## src/rtl/truth_table_reader.sv

```systemverilog
// truth_table_reader: sweeps every input row of an N_IN-input gate, samples its output after
// SETTLE extra cycles and assembles the measured truth table (row 0 in the MSB).
module truth_table_reader #(
    parameter int N_IN   = 4,
    parameter int SETTLE = 2
) (
    input  logic                  clk,
    input  logic                  rst,
    input  logic                  start,
    input  logic [(1<<N_IN)-1:0]  expected,
    output logic [N_IN-1:0]       stim,
    input  logic                  dut_out,
    output logic                  busy,
    output logic                  done,
    output logic [(1<<N_IN)-1:0]  table_out,
    output logic                  match,
    output logic [N_IN:0]         mismatch_cnt,
    output logic [N_IN-1:0]       first_bad
);

    localparam int ROWS   = 1 << N_IN;
    localparam int WAIT_W = (SETTLE > 0) ? $clog2(SETTLE + 1) : 1;

    localparam logic [WAIT_W-1:0] SETTLE_C = WAIT_W'(SETTLE);
    localparam logic [WAIT_W-1:0] WAIT_ONE = WAIT_W'(1);
    localparam logic [N_IN-1:0]   ROW_ONE  = N_IN'(1);
    localparam logic [N_IN-1:0]   ROW_LAST = {N_IN{1'b1}};
    localparam logic [N_IN:0]     CNT_ONE  = (N_IN + 1)'(1);

    typedef enum logic [1:0] {
        IDLE,
        RUN,
        DONE
    } state_t;

    state_t              state_q, state_d;
    logic [N_IN-1:0]     row_q, row_d;
    logic [WAIT_W-1:0]   wait_q, wait_d;
    logic [ROWS-1:0]     exp_q, exp_d;
    logic [ROWS-1:0]     tbl_q, tbl_d;
    logic [N_IN:0]       mis_q, mis_d;
    logic [N_IN-1:0]     fb_q, fb_d;
    logic                match_q, match_d;
    logic [N_IN-1:0]     bit_idx;

    // Row n lands at bit ROWS-1-n, which is the bitwise complement of n.
    assign bit_idx = ~row_q;

    always_ff @(posedge clk) begin
        if (rst) begin
            state_q <= IDLE;
            row_q   <= '0;
            wait_q  <= '0;
            exp_q   <= '0;
            tbl_q   <= '0;
            mis_q   <= '0;
            fb_q    <= '0;
            match_q <= 1'b0;
        end else begin
            state_q <= state_d;
            row_q   <= row_d;
            wait_q  <= wait_d;
            exp_q   <= exp_d;
            tbl_q   <= tbl_d;
            mis_q   <= mis_d;
            fb_q    <= fb_d;
            match_q <= match_d;
        end
    end

    always_comb begin
        state_d = state_q;
        row_d   = row_q;
        wait_d  = wait_q;
        exp_d   = exp_q;
        tbl_d   = tbl_q;
        mis_d   = mis_q;
        fb_d    = fb_q;
        match_d = match_q;

        case (state_q)
            IDLE: begin
                if (start) begin
                    exp_d   = expected;
                    tbl_d   = '0;
                    mis_d   = '0;
                    fb_d    = '0;
                    match_d = 1'b0;
                    row_d   = '0;
                    wait_d  = '0;
                    state_d = RUN;
                end
            end
            RUN: begin
                wait_d = wait_q + WAIT_ONE;
                if (wait_q == SETTLE_C) begin
                    tbl_d[bit_idx] = dut_out;
                    if (dut_out != exp_q[bit_idx]) begin
                        mis_d = mis_q + CNT_ONE;
                        if (mis_q == '0) begin
                            fb_d = row_q;
                        end
                    end
                    wait_d = '0;
                    if (row_q == ROW_LAST) begin
                        // Row returns to 0 so stim is already idle-valued in DONE.
                        row_d   = '0;
                        match_d = (mis_d == '0);
                        state_d = DONE;
                    end else begin
                        row_d = row_q + ROW_ONE;
                    end
                end
            end
            DONE: begin
                state_d = IDLE;
            end
            default: begin
                state_d = IDLE;
            end
        endcase
    end

    assign stim         = row_q;
    assign busy         = (state_q == RUN);
    assign done         = (state_q == DONE);
    assign table_out    = tbl_q;
    assign match        = match_q;
    assign mismatch_cnt = mis_q;
    assign first_bad    = fb_q;

endmodule

```

## config.mk

```make
export PLATFORM = sky130hd
export DESIGN_NAME = truth_table_reader
export DESIGN_NICKNAME = d
export VERILOG_FILES = /design/src/rtl/truth_table_reader.sv
export SDC_FILE = /design/constraint.sdc
export NUM_CORES = 1
export LEC_CHECK = 0
export BUFFER_PORTS_ARGS = -buffer_cell sky130_fd_sc_hd__clkbuf_2
export CAP_MARGIN = 25
export CORE_ASPECT_RATIO = 1.1
export CORE_MARGIN = 8
export CORE_UTILIZATION = 35
export CTS_CLUSTER_SIZE = 14
export DETAILED_ROUTE_END_ITERATION = 10
export GPL_TIMING_DRIVEN = 0
export HOLD_SLACK_MARGIN = 0.15
export PLACE_DENSITY = 0.59
export SLEW_MARGIN = 0
export SYNTH_ARGS = -nofsm -noshare
export SYNTH_HDL_FRONTEND = slang
export SYNTH_SLANG_ARGS = --single-unit
export TNS_END_PERCENT = 1
```

## constraint.sdc

```tcl
create_clock -name clk -period 6.7 [get_ports clk]
set_input_delay 1.34 -clock clk [delete_from_list [all_inputs] [get_ports clk]]
set_output_delay 1.34 -clock clk [all_outputs]
set_load 0.02 [all_outputs]
```

; After elaboration in Yosys (flattened, before gate mapping)
; Index checks and enable logic that the tools add are counted.
[word_totals]
regBits = 50
inputBits = 20
[classes]
add_sub_neg = 3
n_lt_le_gt_ge = 2
eq_ne = 10
n_mux = 33
n_bitwise = 1
reduce_logical = 11
[op_table]
columns = cell, count
row1 = $mux W16, 2
row2 = $pmux W16 S2, 1
row3 = $mux W5, 5
row4 = $mux W4, 6
row5 = $bwmux W16, 1
row6 = $pmux W4 S2, 2
row7 = $logic_not A5 Y1, 2
row8 = $mux W2, 5
row9 = $pmux W5 S2, 1
row10 = $ne A2 B1 Y1 const B, 4
row11 = $pmux W2 S2, 2
row12 = $reduce_and A3 Y1, 2
row13 = $add A5 B1 Y5 const B, 1
row14 = $lt A4 B5 Y1 const B, 1
row15 = $mux W1, 5
row16 = $reduce_and A5 Y1, 1
row17 = $add A4 B1 Y4 const B, 1
row18 = $bmux W1 S4, 1
row19 = $demux W1 S4, 1
row20 = $eq A2 B2 Y1 const B, 2
row21 = $eq A4 B4 Y1 const B, 1
row22 = $ge A4 B1 Y1 const B, 1
row23 = $not A4 Y4, 1
row24 = $reduce_and A2 Y1, 2
row25 = 9 further kinds, 9

; Logic depth before layout (Yosys ltp)
; Gate-level depths: netlist (run 1).
[depth]
depth_word = 11
depth_mapped = 9

; Worst setup path before layout (run 1)
; No wires, ideal clock.
[synth_path]
path_kind = input -> register
start = input dut_out
end = register fb_q[0] (netlist: first_bad[0])
setup_ns = 0.121
arrival_time_ns = 2.737
slack_ns = 3.841
path_stages = 7
cell_sequence = clkbuf_1 or3_1 and4_4 and3_4 buf_6 nand3_4 mux2_4
[synth_via]
elab_chain_cells = 3
[synth_rtl]
columns = element, line
row1 = start: declaration, 12  ; input logic dut_out,
row2 = $ne A1 B1 Y1, 98  ; if (dut_out != exp_q[bit_idx]) begin
row3 = $ne A2 B1 Y1 (no line), n/a
row4 = $reduce_and A5 Y1 (no line), n/a
row5 = end signal: assignment, 57  ; fb_q <= '0;
row6 = end signal: assignment, 66  ; fb_q <= fb_d;
row7 = end: declaration, 42  ; logic [N_IN-1:0] fb_q, fb_d;
; Every way passes these cells.
; A chain may end at the register's enable or synchronous reset.

; Worst setup path in the final report (run 1)
[layout_path]
start = register state_q[0]
end = output busy
[layout_via]
elab_chain_cells = 1
[layout_rtl]
columns = element, line
row1 = start: declaration, 36  ; state_t state_q, state_d;
row2 = start signal: assignment, 60  ; state_q <= state_d;
row3 = $eq A2 B1 Y1, 125  ; assign busy = (state_q == RUN);
row4 = end: declaration, 13  ; output logic busy,
; Every way passes these cells.

==> metrics.md, run 1 <==
| Metric | Value |
|---|---|
| Final Hold Vio Count | 0 |
| Data arrival, critical path | 1660 ps |
| Max Cap Violations | 0 |
| R2r startpoint | stim[1]$_SDFFE_PP0P_ |
| Compound-Gate Fraction of Synth Area | 0.210 |
| Worst Setup Path Type | reg -> out |
| Root Buffer | clkbuf_8 |
| Post-Synth XOR/XNOR Area | 0.0103 |
| Largest family of logic cells by synthesized area | simple AND/OR/NAND/NOR gates |
| # fillers | 772 |
| Seq/Total Area, Yosys | 0.393 |
| Post-Synth Adder-Cell Area | 0.0295 |
| Cell Area, Synth | 2550 sq um |
| Area grow syn2layout | 17.0% |
| Seq cells post-synth | 50 |
| Worst-path clk slew | 80 ps |
| Initial antenna violation count | 0 |
| Core ar. | 7050 sq um |
| CTS sink cnt | 50 |
| Gr usage total | 0.141 |
| Critical Path End | busy |
| Maximum number of pins on one net before global-route repair | 14 |
| Grt ovf | 0 |
| Syn_nets | 341 |
| Die footprint | 10,300 sq um |
| Post-CTS repair timing setup buffer count | 0 |
| Final HPWL from detailed placement | 5.32 mm |
| Final Power | 0.548 mW |
| Post-CTS sizing | 0 |
| CTS tree | yes |
| Setup_tns | 0 ps |
| R2R Path End | first_bad[2]$_SDFFE_PP0P_ |
| GPL Wtd Cong | 0.836 |
| Vias per Instance | 5.32 |
| Die H | 106 um |
| Cells after Synth | 315 |
| Post-Route WL | 7.21 mm |
| H-tree Lvls | 2 |
| Row count | 32 |
| Die Width | 97.4 um |
| Most common cell after layout, fill and taps aside | nand2_1 |
| Asr flop ratio synth | 0 |
| PwrDens | 184 nW/um^2 |
| Worst path depth | 5 |
| Period utilisation layout | 0.448 |
| CP max stage delay | 330 ps |
| Min-Delay Path Class | reg -> reg |
| Post-Synth Simple-Gate Area | 0.246 |
| Crit-path cells | clkbuf_1, nand2b_1, clkbuf_1, inv_1, clkbuf_2 |
| Commonest cells after routing, fill and taps aside | 56 x nand2_1, 50 x dfxtp_1, 50 x clkbuf_2 |
| Critical Path Start | state_q[0]$_SDFFE_PP0P_ |
| Delay-heaviest family, CP | buffers and inverters |
| Final Net Count | 398 |
| Critical path startpoint category | flip-flop |
| Post-DRT Antenna Nets | 0 |
| Status | finished, final reports clean |
| Share of layout cells above drive strength 1 | 0.185 |
| Worst path slowest cell | dfxtp_1 |
| Via count | 2,429 |
| Post-synthesis mux area share | 0.0584 |
| Worst VDD drop | 0.0000793 V |
| Reg-to-reg slack, setup | 4100 ps |
| YS warnings | 0 |
| Min Tclk post-route | 3000 ps |
| Worst Reg-to-Reg Cells | 8 |
| Measured slew at the worst slew-check pin | 705 ps |
| Drc violations | 0 |
| Max-slew violations | 0 |
| Antenna cells | 0 |
| Pre-antenna DRT Iters | 4 |
| Slew headroom | 0.525 |
| Worst Skew | 7.06 ps |
| Most used DFF post-synth | dfxtp_1 |
| Port Buf Inserts | 50 |
| Initial Utilization | 0.362 |
| Buffers & Inverters on Critical Path | 4 |
| Total CTS buffers | 5 |
| Cell variety after synth | 46 |
| Routed length per instance | 15.8 um |
| EDFF count, synth | 0 |
| Crit end category | output port |
| CP required | 5360 ps |
| Worst-path fanout max | 10 |
| Hold buffers post-CTS | 0 |
| Syn Area/Cell | 8.09 sq um |
| Worst path most repeated cell | clkbuf_1 |
| Number of DRC markers in iteration 0 | 152 |
| First-pass GRT wire length | 12.1 mm |
| Ports | 52 |
| Setup violation total in the final timing report | 0 |
| CTS max path bufs | 2 |
| Worst setup margin | 3700 ps |
| Worst-Skew Late Latency | 310 ps |
| Vias in the first global route | 2,488 |
| Highest clock rate | 0.333 GHz |
| Leak | 1.15 nW |
| Pre-CTS setup slack | 3530 ps |
| RSZ-0062 raised after global routing | no |
| Final Core Density | 0.423 |
area by class of cell:
| type | count | area [sq um] | area share |
|---|---|---|---|
| Buffer | 24 | 109 | 0.0365 |
| Clock buffer | 7 | 76.3 | 0.0256 |
| Inverter | 7 | 26.3 | 0.00881 |
| Multi-Input combinational cell | 234 | 1410 | 0.474 |
| Sequential cell | 50 | 1000 | 0.336 |
| Tap cell | 85 | 106 | 0.0357 |
| Timing Repair Buffer | 50 | 250 | 0.0839 |
worst min-delay path by stage:
stage / startpoint / endpoint / slack (ps) / depth (start not counted)
2_1_floorplan: exp_q[4]$_SDFFE_PP0P_ / exp_q[4]$_SDFFE_PP0P_ / 430 / 2
3_3_place_gp: exp_q[2]$_SDFFE_PP0P_ / exp_q[2]$_SDFFE_PP0P_ / 440 / 2
3_5_place_dp: exp_q[5]$_SDFFE_PP0P_ / exp_q[5]$_SDFFE_PP0P_ / 450 / 2
4_1_cts: exp_q[5]$_SDFFE_PP0P_ / exp_q[5]$_SDFFE_PP0P_ / 460 / 2
5_1_grt: exp_q[3]$_SDFFE_PP0P_ / exp_q[3]$_SDFFE_PP0P_ / 470 / 2
6_report: exp_q[2]$_SDFFE_PP0P_ / exp_q[2]$_SDFFE_PP0P_ / 460 / 2
per-stage QoR:
stage                     hold slack (ps)  instances  cell area [sq um]
after floorplan                       432        315               2550
after global placement                440        450               2910
after detailed placement              448        450               2910
after CTS                             460        457               2980
after global routing                  474        457               2980
final                                 458        457               2980
cells in the mapped netlist (all sizes together) (2+ instances only):
cell    instances  share of area
a211oi          3         0.0088
a21boi         12          0.035
a21oi          39          0.077
a22oi           3         0.0088
a31oi           5          0.012
a41oi           2         0.0069
and2            2         0.0049
and3            5          0.014
buf             7          0.018
clkbuf         17          0.025
dfxtp          50           0.39
ha              6          0.029
inv             7          0.010
mux2            4          0.024
mux2i           4          0.016
mux4            2          0.019
nand2          56          0.082
nand2b          5          0.012
nand3          11          0.027
nand3b          2         0.0059
nand4           4         0.0098
nor2           11          0.016
nor2b           6          0.015
nor3            6          0.012
nor3b           6          0.018
nor4            2         0.0049
o211ai          2         0.0059
o21ai          20          0.039
o31ai           2         0.0059
or3             2         0.0049
xor2            2         0.0069
report_power, final:
part	leakage [nW]	switching [mW]	internal (mW)	total, mW
clock network	0.0383	0.0982	0.0722	0.170
logic	0.706	0.0447	0.0247	0.0695
registers	0.406	0.00410	0.304	0.309
total	1.15	0.147	0.401	0.548
sequential cells by signal, summed over array words and instances (netlist names):
| signal | flops |
|---|---|
| stim | 4 |
| wait_q | 2 |
| exp_q | 16 |
| first_bad | 4 |
| match | 1 |
| state_q | 2 |
| mismatch_cnt | 5 |
| table_out | 16 |
cell families after synthesis:
kind of cell	Yosys count
simple gates	124
compound gates	91
flops	50
buf+inv	31
mux	10
fa+ha+maj	6
xor+xnor	3
routing by layer:
| metal | GRT usage | share of wire |
|---|---|---|
| met1 | 0.169 | 0.47 |
| met2 | 0.227 | 0.46 |
| met3 | 0.0438 | 0.056 |
| met4 | 0.0639 | 0.020 |
| met5 | 0 | 0 |
worst register-to-register path, cell delays in order (launching register included):
cell     delay, ps
dfxtp_1        420
buf_6          160
mux4_1         580
or3_1          370
and4_4         220
and3_4         180
buf_6          130
nand3_4        120
mux2_4         310
(Power assumes the default switching activity.)
==> run 2, diff against run 1 <==
--- a/config.mk
+++ b/config.mk
@@ -14,7 +14,7 @@
 export DETAILED_ROUTE_END_ITERATION = 10
 export GPL_TIMING_DRIVEN = 0
 export HOLD_SLACK_MARGIN = 0.15
-export PLACE_DENSITY = 0.59
+export PLACE_DENSITY = 0.61
 export SLEW_MARGIN = 0
 export SYNTH_ARGS = -nofsm -noshare
 export SYNTH_HDL_FRONTEND = slang
==> constraint.sdc (replaced) <==
create_clock -name clk -period 2.48 [get_ports clk]
set_input_delay 0.496 -clock clk [delete_from_list [all_inputs] [get_ports clk]]
set_output_delay 0.496 -clock clk [all_outputs]
set_load 0.02 [all_outputs]
==> run 2 against run 1 <==
  * Non-clock buffer count up 1
  * Clock skew about the same
  * Count of clock-buffer cells in the layout down 2
  * Largest power group unchanged
==> metrics.md, run 2 (synthesis results as in run 1) <==
| Metric | Value |
|---|---|
| Die Width | 97.4 um (unchanged) |
| Pre-antenna DRT Iters | 5 (+1) |
| Measured slew at the worst slew-check pin | 668 ps (-37.5 ps) |
| CTS tree | yes |
| Ports | 52 (unchanged) |
| PwrDens | 497 nW/um^2 (+170%) |
| Total CTS buffers | 5 (unchanged) |
| Initial antenna violation count | 0 (unchanged) |
| Crit end category | flip-flop |
| Hold slack | 397 ps (-60.6 ps) |
| Final HPWL from detailed placement | 5.20 mm (-2.3%) |
| H-tree Lvls | 2 (unchanged) |
| Row count | 32 (unchanged) |
| Worst Skew | 6.92 ps (-0.132 ps) |
| Routed length per instance | 15.3 um (-3.2%) |
| Via count | 2,402 (-1.1%) |
| Core ar. | 7050 sq um (unchanged) |
| Antenna cells | 0 (unchanged) |
| Maximum number of pins on one net before global-route repair | 15 (+1) |
| Grt ovf | 0 (unchanged) |
| Setup_tns | 0 ps (unchanged) |
| Share of layout cells above drive strength 1 | 0.198 (+0.0129) |
| CTS sink cnt | 50 (unchanged) |
| Worst-path fanout max | 7 (-3) |
| CP required | 2680 ps (-2680 ps) |
| Drc violations | 0 (unchanged) |
| Worst VDD drop | 0.000307 V (+290%) |
| Placed instance count | 450 (unchanged) |
| Final Hold Vio Count | 0 (unchanged) |
| Post-route insts no fill | 458 (+0.22%) |
| Worst-Skew Late Latency | 310 ps (about the same) |
| Gr usage total | 0.136 (-0.00520) |
| Post-DRT Antenna Nets | 0 (unchanged) |
| Min-Delay Path Class | in -> reg |
| Worst-path clk slew | 90 ps (about the same) |
| Most common cell after layout, fill and taps aside | nand2_1 |
| Max Cap Violations | 0 (unchanged) |
| Commonest cells after routing, fill and taps aside | 56 x nand2_1, 50 x clkbuf_2, 49 x dfxtp_1 |
| Critical path startpoint category | flip-flop |
| First-pass GRT wire length | 11.8 mm (-2.1%) |
| RSZ-0062 raised after global routing | yes |
| Max-slew violations | 0 (unchanged) |
| Worst Setup Path Type | reg -> reg |
| Period utilisation layout | 0.951 |
| Final Net Count | 399 (+0.25%) |
| Highest clock rate | 0.424 GHz |
| Slew headroom | 0.555 (+0.0293) |
| Cell area after layout | 2980 sq um (about the same) |
| Initial Utilization | 0.362 (unchanged) |
| Data arrival, critical path | 2560 ps (+900 ps) |
| Status | finished, final reports clean |
| CTS max path bufs | 2 (unchanged) |
| GPL Wtd Cong | 0.816 (-2.3%) |
| Vias per Instance | 5.24 (-1.3%) |
| Number of DRC markers in iteration 0 | 208 (+37%) |
| Setup violation total in the final timing report | 0 (unchanged) |
| Die footprint | 10,300 sq um (unchanged) |
| Min Tclk post-route | 2360 ps |
| Port Buf Inserts | 50 (unchanged) |
| Post-Route WL | 6.99 mm (-3.0%) |
| Placed cell area | 2910 sq um (about the same) |
| Root Buffer | clkbuf_8 |
| Area grow syn2layout | 17.1% (about the same) |
| Vias in the first global route | 2,411 (-3.1%) |
| Leak | 1.16 nW (+0.42%) |
| # fillers | 747 (-3.2%) |
| Die H | 106 um (unchanged) |
-- run 2: per-layer routing --
metal,up-vias,track usage,share of wire
met5,-,0,0
met4,0,0.0531,0.016
met3,10,0.0418,0.063
met2,71,0.217,0.45
met1,1099,0.168,0.47
li1,1222,-,-
-- run 2: metrics by stage --
stage           util  worst slack, ps  power [mW]
5_1_grt        0.423            -5.82        1.55
3_5_place_dp   0.412            -21.7        1.04
4_1_cts        0.425            0.635        1.50
3_3_place_gp   0.412            -24.8        1.03
2_1_floorplan      -             20.0       0.979
6_report       0.423              121        1.48
-- run 2: repair_timing --
item,4_1_cts,5_1_grt
pin swaps,0,1
setup endpoints to repair,4,5
resized for setup,2,0
hold buffers,0,0
setup buffers,1,2
-- run 2: layout make-up --
type / instances / area, sq um / area share
plain buffers: 22 / 86.3 / 0.0289
clock buffers: 5 / 68.8 / 0.0231
clock inverters: 2 / 10.0 / 0.00335
inverters: 7 / 26.3 / 0.00881
multi-input cells: 234 / 1410 / 0.472
flip-flops and latches: 50 / 1000 / 0.337
well taps: 85 / 106 / 0.0356
repair buffers: 53 / 273 / 0.0914
-- run 2: final timing paths --
check	cells after the start	to	startpoint	slack, ps
max	6	first_bad[0]$_SDFFE_PP0P_	stim[1]$_SDFFE_PP0P_	120
min	3	exp_q[3]$_SDFFE_PP0P_	expected[3]	400
max reg2reg	6	first_bad[0]$_SDFFE_PP0P_	stim[1]$_SDFFE_PP0P_	120
min reg2reg	2	exp_q[12]$_SDFFE_PP0P_	exp_q[12]$_SDFFE_PP0P_	460
-- run 2: where the power goes --
part | switching, mW | total (mW) | internal, mW
logic | 0.118 | 0.181 | 0.0633
clock network | 0.279 | 0.470 | 0.190
registers | 0.0112 | 0.833 | 0.822
-- run 2: critical path, stage by stage (launching register included) --
cell     delay, ps
dfxtp_4        410
mux4_2         520
or4b_1         500
and4_4         180
and3_4         210
nand3_4        120
mux2_4         310
